<file path="src/rtl/reg_write_arbiter.sv">
// Round-robin write arbiter for a register bank with a sequenced clear sweep.
// Grants at most one requester per cycle and drives a shared one-hot load strobe.
module reg_write_arbiter #(
  parameter int unsigned N    = 32,
  parameter int unsigned NREG = 8,
  parameter int unsigned NREQ = 4
) (
  input  logic                              clk,
  input  logic                              rst,
  input  logic [NREQ-1:0]                   req,
  input  logic [NREQ*$clog2(NREG)-1:0]      addr,
  input  logic [NREQ*N-1:0]                 wdata,
  input  logic                              clr_start,
  output logic [NREQ-1:0]                   gnt,
  output logic [NREG-1:0]                   load,
  output logic [N-1:0]                      WriteData,
  output logic                              clr_busy
);

  localparam int unsigned AW = $clog2(NREG);
  localparam int unsigned RW = $clog2(NREQ);
  localparam int unsigned CW = RW + 1;

  localparam logic [0:0] IDLE  = 1'b0;
  localparam logic [0:0] CLEAR = 1'b1;

  logic [0:0]      state, state_n;
  logic [AW-1:0]   sweep_idx, sweep_n;
  logic [RW-1:0]   last_gnt, last_n;
  logic [NREQ-1:0] gnt_n;
  logic [NREG-1:0] load_n;
  logic [N-1:0]    wdata_n;
  logic            busy_n;

  logic [NREQ-1:0] elig;
  logic            found;
  logic [RW-1:0]   win;
  logic [CW-1:0]   cand;
  logic [AW-1:0]   win_addr;
  logic [N-1:0]    win_data;

  // Round-robin search starting just after the last granted requester.
  // A requester granted last cycle is masked so it cannot win twice in a row.
  always_comb begin
    elig  = req & ~gnt;
    found = 1'b0;
    win   = '0;
    cand  = '0;
    for (int unsigned i = 1; i <= NREQ; i++) begin
      cand = CW'(last_gnt) + CW'(i);
      if (cand >= CW'(NREQ)) cand = cand - CW'(NREQ);
      if (!found && elig[cand[RW-1:0]]) begin
        found = 1'b1;
        win   = cand[RW-1:0];
      end
    end
  end

  assign win_addr = addr[32'(win)*AW +: AW];
  assign win_data = wdata[32'(win)*N +: N];

  // State and registered outputs.
  always_ff @(posedge clk or negedge rst) begin
    if (!rst) begin
      state     <= IDLE;
      sweep_idx <= '0;
      last_gnt  <= RW'(NREQ-1);
      gnt       <= '0;
      load      <= '0;
      WriteData <= '0;
      clr_busy  <= 1'b0;
    end else begin
      state     <= state_n;
      sweep_idx <= sweep_n;
      last_gnt  <= last_n;
      gnt       <= gnt_n;
      load      <= load_n;
      WriteData <= wdata_n;
      clr_busy  <= busy_n;
    end
  end

  // Next-state and next-output logic; arbitration resumes on the edge closing the sweep.
  always_comb begin
    state_n = state;
    sweep_n = sweep_idx;
    last_n  = last_gnt;
    gnt_n   = '0;
    load_n  = '0;
    wdata_n = WriteData;
    busy_n  = 1'b0;
    case (state)
      IDLE: begin
        if (clr_start) begin
          state_n = CLEAR;
          sweep_n = '0;
          load_n  = NREG'(1);
          wdata_n = '0;
          busy_n  = 1'b1;
        end else if (found) begin
          gnt_n   = NREQ'(1) << win;
          load_n  = NREG'(1) << win_addr;
          wdata_n = win_data;
          last_n  = win;
        end
      end
      CLEAR: begin
        if (sweep_idx == AW'(NREG-1)) begin
          state_n = IDLE;
          sweep_n = '0;
          if (found) begin
            gnt_n   = NREQ'(1) << win;
            load_n  = NREG'(1) << win_addr;
            wdata_n = win_data;
            last_n  = win;
          end
        end else begin
          sweep_n = sweep_idx + 1'b1;
          load_n  = NREG'(1) << sweep_n;
          wdata_n = '0;
          busy_n  = 1'b1;
        end
      end
      default: state_n = IDLE;
    endcase
  end

endmodule

</file>
<file path="config.mk">
export PLATFORM = sky130hd
export DESIGN_NAME = reg_write_arbiter
export DESIGN_NICKNAME = d
export VERILOG_FILES = /design/src/rtl/reg_write_arbiter.sv
export SDC_FILE = /design/constraint.sdc
export NUM_CORES = 1
export LEC_CHECK = 0
export CAP_MARGIN = 20
export CORE_ASPECT_RATIO = 1.75
export CORE_MARGIN = 2
export CORE_UTILIZATION = 41
export CTS_BUF_LIST = sky130_fd_sc_hd__clkbuf_16
export CTS_CLUSTER_DIAMETER = 120
export DETAILED_ROUTE_END_ITERATION = 6
export PLACE_DENSITY = 0.95
export SETUP_SLACK_MARGIN = 0.4
export SLEW_MARGIN = 20
export SYNTH_ARGS = -nofsm -noshare
export SYNTH_HDL_FRONTEND = slang
export SYNTH_SLANG_ARGS = --single-unit
</file>
<file path="constraint.sdc">
create_clock -name clk -period 5.7 [get_ports clk]
set_input_delay 0.855 -clock clk [delete_from_list [all_inputs] [get_ports clk]]
set_output_delay 0.855 -clock clk [all_outputs]
set_load 0.05 [all_outputs]
</file>
## Word-level counts from Yosys, hierarchy flattened

Cells that the tools add are included.

- Memory bits (writable): 0
- Output and inout bits: 45
- ROM bits: 0
- Bits in latches: 0
- Word-level logic and storage cells: 85
- Memories: 0
- Register bits: 50

- Multipliers: 1
- Shift-type cells: 5
- Add/sub/neg operators: 9
- $lt $le $gt $ge: 8
- Equal/unequal tests: 4
- Mux-type cells: 42
- Bitwise operators: 3
- Divide/modulo/power cells: 0
- Reductions and logical operators: 7

Operators with widths:

| operator | count |
|---|---|
| $shiftx 128x8->32 | 1 |
| $mux 32 | 3 |
| $pmux 32 s2 | 1 |
| $mux 8 | 3 |
| $mux 2 | 11 |
| $pmux 8 s2 | 1 |
| $shl 1x3->8 const A | 2 |
| $ge 3x3->1 const B | 4 |
| $lt 2x3->1 const B | 4 |
| $mux 4 | 3 |
| $shiftx 12x5->3 | 1 |
| $mux 1 | 10 |
| $bmux 1 s2 | 4 |
| $pmux 4 s2 | 1 |
| $sub 2x1->2 const B | 4 |
| $add 2x2->3 const B | 2 |
| $mux 3 | 2 |
| $pmux 3 s2 | 1 |
| $and 4x4->4 | 1 |
| $mul 2x2->4 const B | 1 |
| $ne 2x2->1 const B | 2 |
| $not 4->4 | 1 |
| $pmux 2 s2 | 1 |
| $shl 1x2->4 const A | 1 |
| other kinds (10) | 14 |

## Logic depth before layout (Yosys ltp)

- Word-level depth: 21
- Depth in mapped cells: 9
- Mapped depth without buffers: 7

## Worst setup path before layout

Ideal clock, no wire load.

- Kind: input port to flip-flop
- From: input port req[3]
- To: register WriteData[10]
- Data required time: 5.579 ns
- Arrival: 2.534 ns
- Library setup time: 0.121 ns
- Buffers on the path: 3
- Cell stages on the path: 8
- Setup slack: 3.045 ns
- Path through: nand2b_1 -> clkbuf_2 -> or3_4 -> nand3_4 -> buf_8 -> buf_12 -> mux4_2 -> a22o_1

- Longest elaborated chain between the ends: 17

RTL lines:

| element | line | RTL |
|---|---|---|
| start, declared | 10 | `input logic [NREQ-1:0] req,` |
| $and 4x4->4 (*) | 45 | `elig = req & ~gnt;` |
| $bmux 1 s2 | 52 | `if (!found && elig[cand[RW-1:0]]) begin` |
| $mux 1 (not written as such) | 52 |  |
| $mux 1 | 52 |  |
| $logic_not 1->1 | 52 |  |
| $logic_and 1x1->1 | 52 |  |
| $mux 1 | 52 |  |
| $logic_not 1->1 | 52 |  |
| [2 not listed] | - |  |
| $logic_not 1->1 | 52 |  |
| $logic_and 1x1->1 | 52 |  |
| $mux 2 | 52 |  |
| $shiftx 128x8->32 | 60 | `assign win_data = wdata[32'(win)*N +: N];` |
| $mux 32 (*) | 100, 111 |  |
| $mux 32, on equally long branches | 108, 94 |  |
| $pmux 32 s2 (*) | 92 | `case (state)` |
| net wdata_n[10] | 32 | `logic [N-1:0] wdata_n;` |
| end signal, assigned | 78 | `WriteData <= wdata_n;` |
| end, declared | 16 | `output logic [N-1:0] WriteData,` |

Mark *: on every way through the listed nets, which the timed path passes. The rest lies on a longest branch. The select of a mux whose other input is x is not followed.
A chain may end at the register's enable or synchronous reset.

## Worst setup path in the final report

- From: input port req[1]
- To: register WriteData[30]

Same word-level chain as after synthesis.

==> results_dict.tcl <==
set metrics [dict create \
    netlist_top_cells_count "dfrtp_1 (48), a22o_1 (34), mux4_2 (32), nand2_1 (14), nor2_1 (11)" \
    root_buffer "clkbuf_16" \
    end_kind "flip-flop" \
    cp.required_ps 5870 \
    vias 3072 \
    die_y_um 119.8 \
    initialDrtViolationCount 159 \
    synth_cell_types 44 \
    grt_overflow 0 \
    fp.dieW_um 70.20 \
    core.rowCount 42 \
    yosysWarnings 0 \
    seq_area_frac_synth_pct 39.87 \
    cts_resized 0 \
    drc 0 \
    fin_worst_skew_ps 6.314 \
    clk_pin_slew_ps 60 \
    worstMarginPinSlew_ps 757.1 \
    start_util_pct 41.84 \
    postSynthCellCount 238 \
    place_congestion 0.9039 \
    rsz0062_at_grt "false" \
    cts_setup_buffers 0 \
    critPathSlowestCell "nand3_4" \
    grt_pass1_wl_mm 16.88 \
    core_area_um2 7515 \
    fin_nets 574 \
    p_per_area_nw_per_um2 500.2 \
    pre_cts_ws_ps 2065 \
    clock_sinks 50 \
    drive_above_1_share_pct 13.30 \
    holdCritPathClass "reg -> reg" \
    synth_area_um2 3144 \
    post_drt_wl_per_cell_um 21.68 \
    grt_pass1_vias 3303 \
    fin_ws_ps 2442 \
    antenna_cells 0 \
    postCtsHoldBufs 0 \
    grt_max_degree 51 \
    path_buf_inv 1 \
    cp_top_family "simple AND/OR/NAND/NOR gates" \
    areaGrowthSynthToFinish_pct 65.74 \
    finalCritPeriodShare_pct 57.16 \
    yosysMostFrequentCell "dfrtp_1" \
    finalSetupViolCount 0 \
    synth_edf_count 0 \
    crit_path_cell_trace "clkdlybuf4s50_1 -> nor2b_1 -> nand3_1 -> nand3_4 -> mux4_2 -> a22o_1" \
    ys_seq_elements 50 \
    ys_top_cells_by_area "dfrtp_1 (38%), mux4_2 (23%), a22o_1 (9.5%), ha_1 (2.4%), o31ai_1 (1.9%)" \
    antenna_found_initial 0 \
    cts_made_buffers 5 \
    critPathKind "in -> reg" \
    crit_arrival_ps 3430 \
    finalHoldViolCount 0 \
    synthFlopType "dfrtp_1" \
    status "complete, no violations" \
    finalSetupTns_ps 0 \
    path_max_fanout 38 \
    portBuffers 191 \
    slew_headroom_pct 49.53 \
    drt-pass1-iter-count 5 \
    grt_usage_pct 26.07 \
    avgSynthCellArea_um2 13.21 \
    synth_top_area_share_pct 38.20 \
    yosys.area.top_type "dfrtp_1" \
    clock_path_buffers 2 \
    synthArstFlopShare_pct 100.0 \
    maxSlewViolCount 0 \
    cts_tree "built" \
    synth_fp_nets 391 \
    worst_path_largest_cell_delay_ps 630 \
    maxCapViolCount 0 \
    fin_crit_ps 3258 \
    ir_drop_mv 0.2842 \
    ant_nets 0 \
    die_area_um2 8413 \
    wl_mm 11.04 \
    setup.worst_path.start_class "input pin" \
    dp_hpwl_mm 8.816 \
    p_leak_nw 2.104 \
    io_pins 192 \
    max_freq_mhz 306.9 \
    htree_levels 2 \
    worstSkewPairLatency_ps 280 \
    viasPerCell 6.035 \
]
## logic make-up (layout without fill, tap and decap cells)
family,count (synthesis),count (layout),synth area share [%]
flip-flops,50,50,39.87
AND/OR/NAND/NOR,53,53,9.749
AO/OA/AOI/OAI,74,74,20.18
buffers and inverters,23,206,4.894
adder cells (fa/ha/maj),6,6,2.388
multiplexers,32,32,22.92
## per-layer routing
metal / vias to the layer above / global-route usage [%] / routed length [um]
met2: 178 / 47.92 / 6040
li1: 1339 / - / -
met1: 1513 / 26.98 / 3725
met3: 42 / 5.877 / 712
met4: 0 / 13.70 / 556
met5: - / 0 / 0
## worst min-delay path, delay by kind of cell (launching register included)
family,cells,cell delay (ps)
flip-flops,1,390
AND/OR/NAND/NOR,2,100
## through the flow
step	util [%]	power [mW]	instances	area [um2]	hold WS, ps
floorplan	-	1.825	238	3144	469.7
global placement	67.25	2.266	501	5054	482.1
detailed placement	67.25	2.321	501	5054	482.0
CTS	69.05	2.608	508	5189	492.6
global route	69.35	2.737	509	5211	521.5
finish	69.35	2.606	509	5211	491.8
## area by class of cell
type	instances	area (um2)
sequential	50	1254
fill	591	2303
inverter	5	18.77
timing repair buffer	194	1944
clock buffer	5	125.1
clock inverter	2	10.01
tap	88	110.1
multi-input combinational	165	1749
## sequential cells by signal (all words and copies together) (netlist names)
| register | cells |
|---|---|
| sweep_idx | 3 |
| gnt | 4 |
| WriteData | 32 |
| last_gnt | 2 |
| state | 1 |
| load | 8 |
## worst paths after layout
check	start	endpoint	slack, ps	depth (start not counted)
worst min register to register	last_gnt[0]	last_gnt[0]	490	2
worst max-delay path	req[1]	WriteData[30]	2440	6
min in group asynchronous	rst	load[6]	600	1
worst min-delay path	last_gnt[0]	last_gnt[0]	490	2
worst max register to register	last_gnt[1]	load[1]	3030	5
max in group asynchronous	rst	WriteData[25]	4690	1
## power by group
part	total, mW	switching (mW)	internal, mW
combinational	1.73	1.00	0.728
clock	0.277	0.119	0.158
sequential	0.602	0.103	0.499
total	2.61	1.22	1.39
## placed cells by master, fill, tap and decap left out, types with 3 or more instances in the layout
cell             count
inv_1                5
mux4_2              32
a22o_1              34
nand2b_1             7
o32ai_1              5
nand2_1             14
o32a_1               3
dfrtp_1             48
ha_1                 6
o31ai_1              8
o21ai_0              5
nor2_1               9
buf_4                3
clkbuf_16            5
clkdlybuf4s50_1    190
nor2b_1              3
nand4_1              3
nor3_1               3
o41ai_1              6
Note: power is estimated with default switching activity, not from simulation.
